### src/rtl/barrel_shifter_pipe_if.sv
// Valid/ready stream interface for barrel_shifter_pipe (operand side and result side).
// out_carry exists only when BSHIFT_CARRY_EN is defined.
interface barrel_shifter_pipe_if #(
   parameter int unsigned WIDTH   = 8,
   parameter int unsigned SHAMT_W = $clog2(WIDTH)
);
   logic               in_valid;
   logic               in_ready;
   logic [WIDTH-1:0]   in_data;
   logic [SHAMT_W-1:0] in_shamt;
   logic               in_dir;
   logic [1:0]         in_mode;
   logic               out_valid;
   logic               out_ready;
   logic [WIDTH-1:0]   out_data;
`ifdef BSHIFT_CARRY_EN
   logic               out_carry;
`endif

   // Producer/consumer side
   modport master (
      output in_valid, in_data, in_shamt, in_dir, in_mode, out_ready,
      input  in_ready, out_valid, out_data
`ifdef BSHIFT_CARRY_EN
      , input out_carry
`endif
   );

   // Shifter side
   modport slave (
      input  in_valid, in_data, in_shamt, in_dir, in_mode, out_ready,
      output in_ready, out_valid, out_data
`ifdef BSHIFT_CARRY_EN
      , output out_carry
`endif
   );
endinterface

### src/rtl/barrel_shifter_pipe.sv
// Pipelined power-of-two barrel shifter: capture rank plus one register rank per log2 mux layer.
// Define BSHIFT_CARRY_EN to add out_carry (last bit shifted out), pipelined alongside the data.
module barrel_shifter_pipe #(
   parameter int unsigned WIDTH   = 8,
   parameter int unsigned SHAMT_W = $clog2(WIDTH)
) (
   input  logic                 clk,
   input  logic                 rst_n,
   barrel_shifter_pipe_if.slave bus
);
   localparam int unsigned NRANK       = SHAMT_W + 1;
   localparam logic [1:0]  MODE_LOGIC  = 2'b00;
   localparam logic [1:0]  MODE_ROTATE = 2'b01;
   localparam logic [1:0]  MODE_ARITH  = 2'b10;
   localparam logic [1:0]  MODE_RSVD   = 2'b11;

   if (WIDTH < 4 || WIDTH > 64 || (WIDTH & (WIDTH - 1)) != 0 || SHAMT_W != $clog2(WIDTH)) begin : g_bad_param
      $error("barrel_shifter_pipe: WIDTH must be a power of two in 4..64 and SHAMT_W left at default");
   end

   // Rank 0 holds the captured operand; rank k+1 holds the result of mux layer k.
   logic [WIDTH-1:0]   data_q  [NRANK];
   logic [SHAMT_W-1:0] shamt_q [NRANK];
   logic [1:0]         mode_q  [NRANK];
   logic               dir_q   [NRANK];
   logic               valid_q [NRANK];
   logic [WIDTH-1:0]   res_c   [SHAMT_W];
   logic               adv_c;

   function automatic logic [WIDTH-1:0] shift_pow2(input logic [WIDTH-1:0] d, input int k,
                                                   input logic dir, input logic [1:0] mode);
      int               s;
      logic [WIDTH-1:0] r;
      s = 1 << k;
      if (!dir) begin
         r = (mode == MODE_ROTATE) ? ((d << s) | (d >> (WIDTH - s))) : (d << s);
      end else begin
         case (mode)
            MODE_ROTATE: r = (d >> s) | (d << (WIDTH - s));
            MODE_ARITH:  r = WIDTH'($signed(d) >>> s);
            default:     r = d >> s;
         endcase
      end
      return r;
   endfunction

   // Whole pipe moves together; bubbles are not squeezed out.
   assign adv_c         = !valid_q[SHAMT_W] || bus.out_ready;
   assign bus.in_ready  = adv_c;
   assign bus.out_valid = valid_q[SHAMT_W];
   assign bus.out_data  = data_q[SHAMT_W];

   // Each layer consumes the low bit of its (already right-aligned) shift amount.
   always_comb begin
      for (int k = 0; k < SHAMT_W; k++) begin
         res_c[k] = data_q[k];
         if (shamt_q[k][0] && mode_q[k] != MODE_RSVD && mode_q[k] != MODE_LOGIC + MODE_RSVD) begin
            res_c[k] = shift_pow2(data_q[k], k, dir_q[k], mode_q[k]);
         end
      end
   end

   always_ff @(posedge clk or negedge rst_n) begin
      if (!rst_n) begin
         for (int k = 0; k < NRANK; k++) begin
            data_q[k]  <= '0;
            shamt_q[k] <= '0;
            mode_q[k]  <= '0;
            dir_q[k]   <= 1'b0;
            valid_q[k] <= 1'b0;
         end
      end else if (adv_c) begin
         valid_q[0] <= bus.in_valid;
         if (bus.in_valid) begin
            data_q[0]  <= bus.in_data;
            shamt_q[0] <= bus.in_shamt;
            mode_q[0]  <= bus.in_mode;
            dir_q[0]   <= bus.in_dir;
         end
         for (int k = 0; k < SHAMT_W; k++) begin
            valid_q[k+1] <= valid_q[k];
            if (valid_q[k]) begin
               data_q[k+1]  <= res_c[k];
               shamt_q[k+1] <= shamt_q[k] >> 1;
               mode_q[k+1]  <= mode_q[k];
               dir_q[k+1]   <= dir_q[k];
            end
         end
      end
   end

`ifdef BSHIFT_CARRY_EN
   logic               carry_q [NRANK];
   logic               carry_in_c;
   logic [SHAMT_W-1:0] left_idx_c;
   logic [SHAMT_W-1:0] right_idx_c;

   // Carry is resolved at capture: bit WIDTH-n for left, bit n-1 for right.
   always_comb begin
      left_idx_c  = '0 - bus.in_shamt;
      right_idx_c = bus.in_shamt - SHAMT_W'(1);
      carry_in_c  = 1'b0;
      if (bus.in_shamt != '0 && bus.in_mode != MODE_RSVD) begin
         carry_in_c = bus.in_dir ? bus.in_data[right_idx_c] : bus.in_data[left_idx_c];
      end
   end

   always_ff @(posedge clk or negedge rst_n) begin
      if (!rst_n) begin
         for (int k = 0; k < NRANK; k++) begin
            carry_q[k] <= 1'b0;
         end
      end else if (adv_c) begin
         if (bus.in_valid) begin
            carry_q[0] <= carry_in_c;
         end
         for (int k = 0; k < SHAMT_W; k++) begin
            if (valid_q[k]) begin
               carry_q[k+1] <= carry_q[k];
            end
         end
      end
   end

   assign bus.out_carry = carry_q[SHAMT_W];
`endif
endmodule

### src/flat_wrapper.sv
// flat-port wrapper written by rule: the top's interface ports become plain ports
module barrel_shifter_pipe_flat 
#(
   parameter int unsigned WIDTH   = 8,
   parameter int unsigned SHAMT_W = $clog2(WIDTH)
)
  (clk, rst_n, bus_in_valid, bus_in_data, bus_in_shamt, bus_in_dir, bus_in_mode, bus_out_ready, bus_in_ready, bus_out_valid, bus_out_data);
  barrel_shifter_pipe_if #(.WIDTH(WIDTH), .SHAMT_W(SHAMT_W)) bus_i ();
  input  logic clk;
  input  logic rst_n;
  input wire logic [$bits(bus_i.in_valid)-1:0] bus_in_valid;
  input wire logic [$bits(bus_i.in_data)-1:0] bus_in_data;
  input wire logic [$bits(bus_i.in_shamt)-1:0] bus_in_shamt;
  input wire logic [$bits(bus_i.in_dir)-1:0] bus_in_dir;
  input wire logic [$bits(bus_i.in_mode)-1:0] bus_in_mode;
  input wire logic [$bits(bus_i.out_ready)-1:0] bus_out_ready;
  output wire logic [$bits(bus_i.in_ready)-1:0] bus_in_ready;
  output wire logic [$bits(bus_i.out_valid)-1:0] bus_out_valid;
  output wire logic [$bits(bus_i.out_data)-1:0] bus_out_data;
  assign bus_i.in_valid = bus_in_valid;
  assign bus_i.in_data = bus_in_data;
  assign bus_i.in_shamt = bus_in_shamt;
  assign bus_i.in_dir = bus_in_dir;
  assign bus_i.in_mode = bus_in_mode;
  assign bus_i.out_ready = bus_out_ready;
  assign bus_in_ready = bus_i.in_ready;
  assign bus_out_valid = bus_i.out_valid;
  assign bus_out_data = bus_i.out_data;
  barrel_shifter_pipe #(.WIDTH(WIDTH), .SHAMT_W(SHAMT_W)) u_core (.clk(clk), .rst_n(rst_n), .bus(bus_i));
endmodule
### config.mk
export PLATFORM = sky130hd
export DESIGN_NAME = barrel_shifter_pipe_flat
export DESIGN_NICKNAME = d
export VERILOG_FILES = /design/src/rtl/barrel_shifter_pipe_if.sv /design/src/rtl/barrel_shifter_pipe.sv /design/src/flat_wrapper.sv
export SDC_FILE = /design/constraint.sdc
export NUM_CORES = 1
export LEC_CHECK = 0
export ABC_AREA = 1
export CAP_MARGIN = 20
export CORE_MARGIN = 10
export CORE_UTILIZATION = 40
export CTS_CLUSTER_DIAMETER = 120
export DETAILED_ROUTE_END_ITERATION = 8
export PLACE_DENSITY_LB_ADDON = 0.15
export SYNTH_ARGS = -nofsm -noshare
export SYNTH_HDL_FRONTEND = slang
export SYNTH_SLANG_ARGS = --single-unit
### constraint.sdc
create_clock -name clk -period 1.2 [get_ports clk]
set_input_delay 0.24 -clock clk [delete_from_list [all_inputs] [get_ports clk]]
set_output_delay 0.24 -clock clk [all_outputs]
set_load 0.02 [all_outputs]
==> run summary <==
P&R area growth vs syn -> 23.7%
met2 wire length -> 3190 um
Hold Crit Class -> input port to flip-flop
CP startpoint kind -> flip-flop
Max Cap Viol -> 0
failing checks -> negative setup slack
Worst EP arrival -> 1490 ps
main flop type after synthesis -> dfrtp_1
total grt overflow -> 0
slowest stage delay, CP -> 420 ps
share of post-route cells with drive strength above 1 -> 21.8%
reg2reg path depth -> 7
setup tns final -> -108 ps
CP endpoint kind -> flip-flop
CTS root buffer -> clkbuf_8
Vias -> 2,435
Routed Antenna Nets -> 0
Layout Nets -> 462
via density per instance -> 4.55
clk slew on worst S/H paths -> 90 ps
most area-hungry cell type in the Yosys netlist -> dfrtp_1
HPWL Detailed -> 4180 um
PwrDens -> 2380 mW/mm^2
Min Clock Period, post-route -> 1240 ps
Worst EP required -> 1450 ps
CP startpoint -> u_core.mode_q[3]
Slew @ Worst Pin -> 303 ps
kind of critical path -> flip-flop to flip-flop
Placer Congestion -> 0.849
synthesized area per cell -> 7.29 sq um
top routing layer used -> met4
Seq/Total Area, Yosys -> 43.7%
most common cell in the synthesized netlist -> nand2_1
normalized max-slew margin -> 79.8%
R2R Setup Slk -> -40 ps
Synth Warn # -> 0
Row Count -> 31
period utilization -> 103%
r2r startpoint -> u_core.mode_q[3]
DIE AREA -> 0.0111 sq mm
n_diodes -> 0
core area -> 0.00718 sq mm
flops & latches, synth -> 51
initial antenna violation count -> 0
Final Power -> 0.00859 W
LEAKAGE -> 1.89 nW
Max FO, Critical Path -> 8
Reg2Reg Capture Point -> u_core.bus.out_data[5]
IO Pins -> 28
die height -> 105 um
WL/cell -> 11.6 um
ordered cell list for the critical path -> ha_2 > buf_6 > nor2_4 > nor2_1 > nor2_1 > nand2_1 > nand2_1
fmax -> 808 MHz
Critical Path End -> u_core.bus.out_data[5]
top cell type's share of synthesized area -> 43.7%
Starting Density -> 40.7%
drt drc -> 0
Total GRT Usage -> 10.8%
met1 wire length -> 2660 um
EDFF count, synth -> 0
Initial DRC Count -> 95
asr flop ratio synth -> 100%
clk buf depth -> 2
largest cells by area after synthesis -> dfrtp_1, nand2_1, nor2_1
vias in the first global route -> 2,349
RSZ-0062 raised after global routing -> yes
largest net degree at the start of global routing -> 52
Routed WL -> 6190 um
max-slew violation count -> 0
H-tree depth -> 2
outcome -> finished, violations left
DR pass1 iterations -> 5
fill count -> 719
Max Clock Skew -> 3.25 ps
Cell Area, Synth -> 0.00292 sq mm
Final WS setup -> -37.6 ps
CTS buffer count -> 5
syn nets -> 427
post-synthesis cell type count -> 20
routed wl met3 -> 271 um
Skew-Pair Late Insertion Delay -> 300 ps
endpoints failing hold -> 0
post-synthesis cell count -> 400
Finish-stage setup viols -> 8
Die X -> 105 um
CTS Sinks -> 51
CTS tree -> built
global-route wire length before repair -> 10,300 um
commonest cells in the netlist -> nand2_1, dfrtp_1, nor2_1, inv_1, nand3_1
Buffers on Ports -> 27
VDD IR-drop max -> 0.000896 V
slowest cell on the critical path -> dfrtp_1
final cells by class:
| type | count | area [sq um] | share of cell area (%) |
|---|---|---|---|
| tap | 99 | 124 | 3.43 |
| sequential | 51 | 1280 | 35.5 |
| clock buffer | 8 | 100 | 2.77 |
| multi-input combinational | 301 | 1530 | 42.4 |
| inverter | 29 | 111 | 3.08 |
| timing repair buffer | 47 | 464 | 12.9 |
worst min path at each step:
stage	from	end	slack, ps	cells after the start
6_report	bus_out_ready	u_core.valid_q[2]	350	5
5_1_grt	bus_out_ready	u_core.valid_q[3]	370	5
4_1_cts	rst_n	u_core.bus.out_data[5]	470	3
3_5_place_dp	rst_n	u_core.bus.out_data[0]	250	2
3_3_place_gp	rst_n	u_core.bus.out_data[5]	250	2
2_1_floorplan	rst_n	u_core.bus.out_data[0]	-60	0
placed cells by master, fill, tap and decap left out, types with 7 or more instances in the layout:
cell type,instances
inv_2,7
inv_1,21
nand3_1,17
buf_2,10
o21ai_0,12
buf_4,10
dfrtp_1,48
clkbuf_8,7
nand2_1,188
nor2_2,11
nor2_1,32
clkdlybuf4s50_1,15
nand2_2,8
registers in the layout (all words and copies together), names as in the netlist:
signal,flops
u_core.shamt_q,6
u_core.bus.out_data,8
u_core.dir_q,3
u_core.valid_q,3
u_core.bus.out_valid,1
u_core.data_q,24
u_core.mode_q,6
per-layer routing:
| metal | GRT usage (%) | vias up |
|---|---|---|
| met2 | 19.6 | 43 |
| met1 | 11.9 | 1104 |
| li1 | - | 1282 |
| met5 | 0 | - |
| met4 | 3.73 | 0 |
| met3 | 2.68 | 6 |
what timing repair did:
| item | in CTS | in global routing |
|---|---|---|
| hold endpoints to repair | 51 | 0 |
| setup endpoints to repair | 55 | 41 |
| hold buffers | 1 | 0 |
| gates resized for setup | 49 | 49 |
| gates cloned | 0 | 4 |
| pin swaps | 6 | 25 |
| buffers inserted | 0 | 3 |
cell families after synthesis:
| kind of cell | synth area share (%) |
|---|---|
| fa+ha+maj | 3.86 |
| flops | 43.7 |
| buf+inv | 10.1 |
| compound gates | 4.37 |
| simple gates | 38.0 |
critical path: cells and delay by family, from the launching register on:
family,cells,cell delay (ps)
AND/OR/NAND/NOR,5,440
flip-flops,1,420
adder cells (fa/ha/maj),1,210
buffers and inverters,1,110
report_power, final:
part | leakage [nW] | switching (W) | internal, W
clock | 0.0515 | 0.000549 | 0.000527
sequential | 0.623 | 0.000724 | 0.00242
combinational | 1.21 | 0.00256 | 0.00181
metrics by stage:
step / hold WS, ps / cell area (sq um) / std cells / util (%) / setup slack (ps)
floorplan: -55.6 / 2920 / 400 / - / 19.0
global placement: 253 / 3250 / 519 / 45.2 / -501
detailed placement: 253 / 3250 / 519 / 45.2 / -500
CTS: 468 / 3400 / 528 / 47.4 / -41.0
global route: 374 / 3610 / 535 / 50.3 / -167
finish: 348 / 3610 / 535 / 50.3 / -37.6
(Power assumes the default switching activity.)
